`config.mk`:
```
export PLATFORM = sky130hd
export DESIGN_NAME = pool_window_walker
export DESIGN_NICKNAME = d
export VERILOG_FILES = /design/src/rtl/pool_pkg.sv /design/src/rtl/pool_win_reduce.sv /design/src/rtl/pool_window_walker.sv
export SDC_FILE = /design/constraint.sdc
export NUM_CORES = 1
export LEC_CHECK = 0
export BUFFER_PORTS_ARGS = -buffer_cell sky130_fd_sc_hd__buf_2
export CAP_MARGIN = 20
export CORE_MARGIN = 2
export CORE_UTILIZATION = 53
export CTS_CLUSTER_DIAMETER = 200
export DETAILED_ROUTE_END_ITERATION = 8
export PLACE_DENSITY = 0.85
export SYNTH_ARGS = -nofsm -noshare
export SYNTH_HDL_FRONTEND = slang
export SYNTH_HIERARCHICAL = 1
export SYNTH_SLANG_ARGS = --single-unit
export TNS_END_PERCENT = 30
```
`constraint.sdc`:
```
create_clock -name clk -period 8.3 [get_ports clk]
set_clock_uncertainty 0.05 [all_clocks]
set_input_delay 0.83 -clock clk [delete_from_list [all_inputs] [get_ports clk]]
set_output_delay 0.83 -clock clk [all_outputs]
set_load 0.05 [all_outputs]
```
`src/rtl/pool_pkg.sv`:
```
// Shared definitions for the pooling window walker: mode and state
// encodings, a constant clog2 helper and the parameter legality check.
package pool_pkg;

  localparam logic POOL_MAX = 1'b0;
  localparam logic POOL_AVG = 1'b1;

  typedef enum logic {
    ST_IDLE = 1'b0,
    ST_RUN  = 1'b1
  } pool_state_t;

  // Ceiling log2 usable in constant expressions; pool_clog2(1) = 0.
  function automatic int pool_clog2(input int value);
    int result;
    result = 0;
    while ((1 << result) < value) result++;
    return result;
  endfunction

  // Counter width: never narrower than one bit.
  function automatic int pool_width(input int count);
    int w;
    w = pool_clog2(count);
    return (w < 1) ? 1 : w;
  endfunction

  // K must be a power of two and the stride must tile both axes exactly.
  function automatic bit pool_params_ok(input int ih, input int iw,
                                        input int k, input int s);
    return (k > 0) && ((k & (k - 1)) == 0) && (s > 0) &&
           (ih >= k) && (iw >= k) &&
           (((ih - k) % s) == 0) && (((iw - k) % s) == 0);
  endfunction

endpackage

```
`src/rtl/pool_win_reduce.sv`:
```
// Combinational reduction of one KxK window to a single signed value,
// either signed maximum or floor average.
// Build option: POOL_RELU_EN clamps negative results to zero.
module pool_win_reduce
  import pool_pkg::*;
#(
  parameter int DW = 8,
  parameter int K  = 2
) (
  input  logic [K*K*DW-1:0] win,
  input  logic              mode,
  output logic [DW-1:0]     result
);

  localparam int KK = K * K;
  localparam int SH = pool_clog2(KK);
  localparam int SW = DW + SH;

  logic signed [DW-1:0] elem;
  logic signed [DW-1:0] max_v;
  logic signed [SW-1:0] sum;
  logic signed [SW-1:0] avg_v;
  logic signed [DW-1:0] reduced;

  // Scan every element once, tracking the running max and the wide sum.
  always_comb begin
    elem  = '0;
    max_v = signed'(win[DW-1:0]);
    sum   = '0;
    for (int e = 0; e < KK; e++) begin
      elem = signed'(win[e*DW +: DW]);
      if (elem > max_v) max_v = elem;
      sum = sum + SW'(elem);
    end
    avg_v = sum >>> SH;
    if (mode == POOL_AVG) reduced = avg_v[DW-1:0];
    else                  reduced = max_v;
  end

  // Optional rectifier on the reduced value.
  always_comb begin
`ifdef POOL_RELU_EN
    if (reduced[DW-1]) result = '0;
    else               result = reduced;
`else
    result = reduced;
`endif
  end

endmodule

```
`src/rtl/pool_window_walker.sv`:
```
// 2-D pooling engine: captures one feature map, walks every KxK window
// at stride S in raster order and streams the reduced values out over a
// valid/ready handshake. Build option POOL_RELU_EN (see pool_win_reduce)
// clamps negative results to zero without changing timing.
module pool_window_walker
  import pool_pkg::*;
#(
  parameter  int DW = 8,
  parameter  int IH = 6,
  parameter  int IW = 6,
  parameter  int K  = 2,
  parameter  int S  = 2,
  localparam int OH = (IH - K) / S + 1,
  localparam int OW = (IW - K) / S + 1,
  localparam int RW = pool_width(OH),
  localparam int CW = pool_width(OW)
) (
  input  logic                clk,
  input  logic                rst_n,
  input  logic                in_valid,
  output logic                in_ready,
  input  logic [IH*IW*DW-1:0] fmap_lin,
  input  logic                mode,
  output logic                out_valid,
  input  logic                out_ready,
  output logic [DW-1:0]       out_data,
  output logic [RW-1:0]       out_row,
  output logic [CW-1:0]       out_col,
  output logic                out_last,
  output logic                busy
);

  if (!pool_params_ok(IH, IW, K, S)) begin : g_param_check
    $error("pool_window_walker: K must be a power of 2 and S must tile IH/IW");
  end

  pool_state_t          state_q, state_d;
  logic [IH*IW*DW-1:0]  map_q;
  logic                 mode_q;
  logic [RW-1:0]        row_q, row_d;
  logic [CW-1:0]        col_q, col_d;
  logic                 last_d;
  logic                 accept, xfer, load;
  logic [K*K*DW-1:0]    win_flat;
  logic [DW-1:0]        win_result;

  // State register.
  always_ff @(posedge clk or negedge rst_n) begin
    if (!rst_n) state_q <= ST_IDLE;
    else        state_q <= state_d;
  end

  // Next state and handshake decode; a new result loads on the first RUN
  // cycle and on every non-final transfer.
  always_comb begin
    state_d  = state_q;
    in_ready = 1'b0;
    busy     = 1'b0;
    accept   = 1'b0;
    xfer     = 1'b0;
    load     = 1'b0;
    case (state_q)
      ST_IDLE: begin
        in_ready = 1'b1;
        accept   = in_valid;
        if (accept) state_d = ST_RUN;
      end
      ST_RUN: begin
        busy = 1'b1;
        xfer = out_valid && out_ready;
        load = !out_valid || (xfer && !out_last);
        if (xfer && out_last) state_d = ST_IDLE;
      end
      default: state_d = ST_IDLE;
    endcase
  end

  // Raster-order advance of the window counters on each transfer.
  always_comb begin
    row_d = row_q;
    col_d = col_q;
    if (xfer && !out_last) begin
      if (col_q == CW'(OW - 1)) begin
        col_d = '0;
        row_d = row_q + 1'b1;
      end else begin
        col_d = col_q + 1'b1;
      end
    end
    last_d = (row_d == RW'(OH - 1)) && (col_d == CW'(OW - 1));
  end

  // Window counters, cleared when a map is accepted.
  always_ff @(posedge clk or negedge rst_n) begin
    if (!rst_n) begin
      row_q <= '0;
      col_q <= '0;
    end else if (accept) begin
      row_q <= '0;
      col_q <= '0;
    end else if (xfer) begin
      row_q <= row_d;
      col_q <= col_d;
    end
  end

  // Map and mode capture at accept; held for the whole walk.
  always_ff @(posedge clk or negedge rst_n) begin
    if (!rst_n) begin
      map_q  <= '0;
      mode_q <= POOL_MAX;
    end else if (accept) begin
      map_q  <= fmap_lin;
      mode_q <= mode;
    end
  end

  // Gather from the next-state counters so the output register can load
  // the following window on the same edge as a transfer.
  always_comb begin
    win_flat = '0;
    for (int i = 0; i < K; i++) begin
      for (int j = 0; j < K; j++) begin
        win_flat[(i*K + j)*DW +: DW] =
          map_q[((int'(row_d)*S + i)*IW + int'(col_d)*S + j)*DW +: DW];
      end
    end
  end

  pool_win_reduce #(
    .DW (DW),
    .K  (K)
  ) u_reduce (
    .win    (win_flat),
    .mode   (mode_q),
    .result (win_result)
  );

  // Output register: holds steady under backpressure, drops valid after
  // the last window is taken.
  always_ff @(posedge clk or negedge rst_n) begin
    if (!rst_n) begin
      out_valid <= 1'b0;
      out_data  <= '0;
      out_row   <= '0;
      out_col   <= '0;
      out_last  <= 1'b0;
    end else if (state_q == ST_RUN) begin
      if (xfer && out_last) begin
        out_valid <= 1'b0;
        out_last  <= 1'b0;
      end else if (load) begin
        out_valid <= 1'b1;
        out_data  <= win_result;
        out_row   <= row_d;
        out_col   <= col_d;
        out_last  <= last_d;
      end
    end
  end

endmodule

```
==> impl_metrics.yaml <==
synthesis:
  syn_avg_cell_area_sq_um: 7.98
  synthTopCellsByArea: "dfrtp_1 39%, nand2_1 23%, mux2i_1 4.4%"
  synth_seq_cells: 308
  synth-seq-area-share_pct: 39.0
  synth_top_cell_by_area: "dfrtp_1"
  synth-edff-count: 0
  synth_common_cells: "1219 x nand2_1, 308 x dfrtp_1, 115 x clkbuf_1, 98 x nand3_1, 87 x mux2i_1"
  syn_area_sq_um: 19800
  ys_types: 73
  async_flop_share_pct: 100
  synthMostInstantiatedCell: "nand2_1"
  syn-instance-count: 2475
  synth_top_area_share_pct: 39.0
  yosysWarnings: 6
  synth.net_count: 2819
  synth_flop_cell: "dfrtp_1"
setup_path:
  cp.arrival_ns: 8.45
  critPathSlowestCell: "dfrtp_2"
  start_kind: "register"
  critical_path_class: "reg -> reg"
  crit_required_ns: 8.72
  slowest_delay_ns: 0.45
  crit_family: "compound AO/OA/AOI/OAI gates"
  worst-path-max-fanout: 26
  cp_num_buf_inv: 6
  cp_common_cell: "o21a_1"
  cp-end-kind: "register"
route:
  drt_first_pass_iters: 6
  ant_nets: 0
  drc: 0
  drtIter0Drc: 2518
  vias_per_cell: 6.05
  vias: 19700
  wirelength_um: 73200
  post_drt_wl_per_cell_um: 22.5
timing:
  hold_viol: 0
  post-route-period-util_pct: 96.8
  drv_slew: 0
  finalSetupViolCount: 0
  slew_headroom_pct: 31.7
  tightest_slew_ns: 1.02
  min_period_ns: 8.04
  max_freq_mhz: 124
clock_tree:
  clk_latency_ns: 0.59
  cts_root_buf: "clkbuf_16"
  clockBufferDepth: 3
  cts_max_level: 1
  clock_sinks: 308
  cts_tree: "built"
  cts-buffers-inserted: 30
  clk_pin_slew_ns: 0.07
global_routing:
  grt_pass1_wl_um: 111000
  grt_max_degree: 164
  overflow: 0
  grt_pass1_vias: 18700
  grt_usage_pct: 37.4
  grt_antenna_before_repair: 3
floorplan:
  fp-row-count: 70
  start_util_pct: 53.8
  die_h_um: 197
  die-area_sq_um: 38800
  coreArea_sq_um: 36700
  ios: 309
  die_x_um: 197
layout:
  syn_to_final_growth_pct: 18.8
  diodes: 0
  drive_gt1_share_pct: 21.8
  fin_util_pct: 63.9
  nNetsFinal: 3106
flow_run:
  maxCapViolations: 0
outcome:
  status: "finished, final reports clean"
place:
  dp_hpwl_um: 55600
  place.gp.congestion: 1.01
  io_buffers: 308
min_path:
  hold_class: "in -> async"
[area by class of cell]
| type | instances | area (sq um) |
|---|---|---|
| fill | 3059 | 13200 |
| timing repair buffer | 431 | 2660 |
| multi-input combinational | 1958 | 11400 |
| clock inverter | 14 | 141 |
| clock buffer | 42 | 886 |
| inverter | 33 | 126 |
| sequential | 308 | 7710 |
| tap | 468 | 586 |
[flip-flops by register name, summed over array words and instances (netlist names), 2 cells and up]
register  flops
out_row       2
out_data      8
row_q         2
col_q         2
map_q       288
out_col       2
[layout by cell type, fill, tap and decap left out, types with 6 or more instances in the layout]
cell type and count:
o21a_1 8, nand4_1 37, a21oi_1 46, clkinv_2 8
mux4_2 38, nor2_1 11, a211oi_1 12, fa_1 17
ha_1 29, clkbuf_8 9, buf_4 107, mux2i_1 82
o211ai_1 18, dfrtp_1 303, inv_1 31, a211o_1 17
o22ai_1 23, nor3_1 27, mux2_2 29, nand2_1 1217
buf_2 307, o221ai_1 24, nand3_1 98, xnor2_1 7
buf_12 14, a22oi_1 16, clkbuf_16 30, a31oi_1 8
nor2b_1 13, a221o_1 6, mux2_4 7, a311o_1 26
a32oi_1 16, o21ai_0 23
[worst reg2reg max path, delay by kind of cell, from the launching register on]
kind	cells	cell delay [ns]
AO/OA/AOI/OAI	15	2.82
AND/OR/NAND/NOR	10	1.51
adder cells (fa/ha/maj)	5	1.44
multiplexers	3	0.77
buffers and inverters	6	0.69
flip-flops	1	0.45
XOR/XNOR	1	0.18
[through the flow]
stage | hold WS, ns | setup slack [ns] | instance area (sq um) | instances | TNS, ns
2_1_floorplan | 0.409 | 0.0222 | 19900 | 2475 | 0
3_3_place_gp | 0.421 | 0.0968 | 22300 | 3185 | 0
3_5_place_dp | 0.428 | -0.162 | 22300 | 3185 | -1.01
4_1_cts | 0.154 | 0.210 | 23300 | 3241 | 0
5_1_grt | 0.173 | -0.0792 | 23500 | 3254 | -0.358
6_report | 0.137 | 0.262 | 23500 | 3254 | 0
[per-layer routing]
metal | vias up | share of wire [%] | GRT usage (%)
met3 | 140 | 9.6 | 6.90
met1 | 9506 | 43 | 54.7
met5 | - | 0.030 | 0
li1 | 8975 | - | -
met4 | 4 | 3.5 | 11.9
met2 | 1052 | 44 | 56.6
[repair_timing]
action | CTS | global route
gates resized for setup | 0 | 17
buffers inserted | 0 | 13
hold buffers | 0 | 0
endpoints found under the setup margin | 0 | 8
[path summary, 6_finish.rpt]
check | depth (start not counted) | from | end | slack (ns)
worst max register to register | 40 | col_q[0]$_DFFE_PN0P_ | out_data[0]$_DFFE_PN0P_ | 0.26
worst min-delay path | 1 | rst_n | map_q[101]$_DFFE_PN0P_ | 0.14
worst max-delay path | 40 | col_q[0]$_DFFE_PN0P_ | out_data[0]$_DFFE_PN0P_ | 0.26
worst min register to register | 2 | out_col[0]$_DFFE_PN0P_ | out_col[0]$_DFFE_PN0P_ | 0.44
min in group clk | 3 | fmap_lin[101] | map_q[101]$_DFFE_PN0P_ | 0.38
max in group asynchronous | 2 | rst_n | out_last$_DFFE_PN0P_ | 6.58
[logic make-up (layout without fill, tap and decap cells)]
group / Yosys count / in the layout / synth area share, %
multiplexers: 166 / 166 / 11.6
flip-flops: 308 / 308 / 39.0
AND/OR/NAND/NOR: 1446 / 1446 / 29.6
adder cells (fa/ha/maj): 51 / 51 / 3.88
AO/OA/AOI/OAI: 286 / 286 / 11.1
XOR/XNOR: 9 / 9 / 0.399
buffers and inverters: 209 / 520 / 4.42
Power is not shown: default switching activity piles up to over one toggle a cycle in this logic, so the estimate is an artifact.
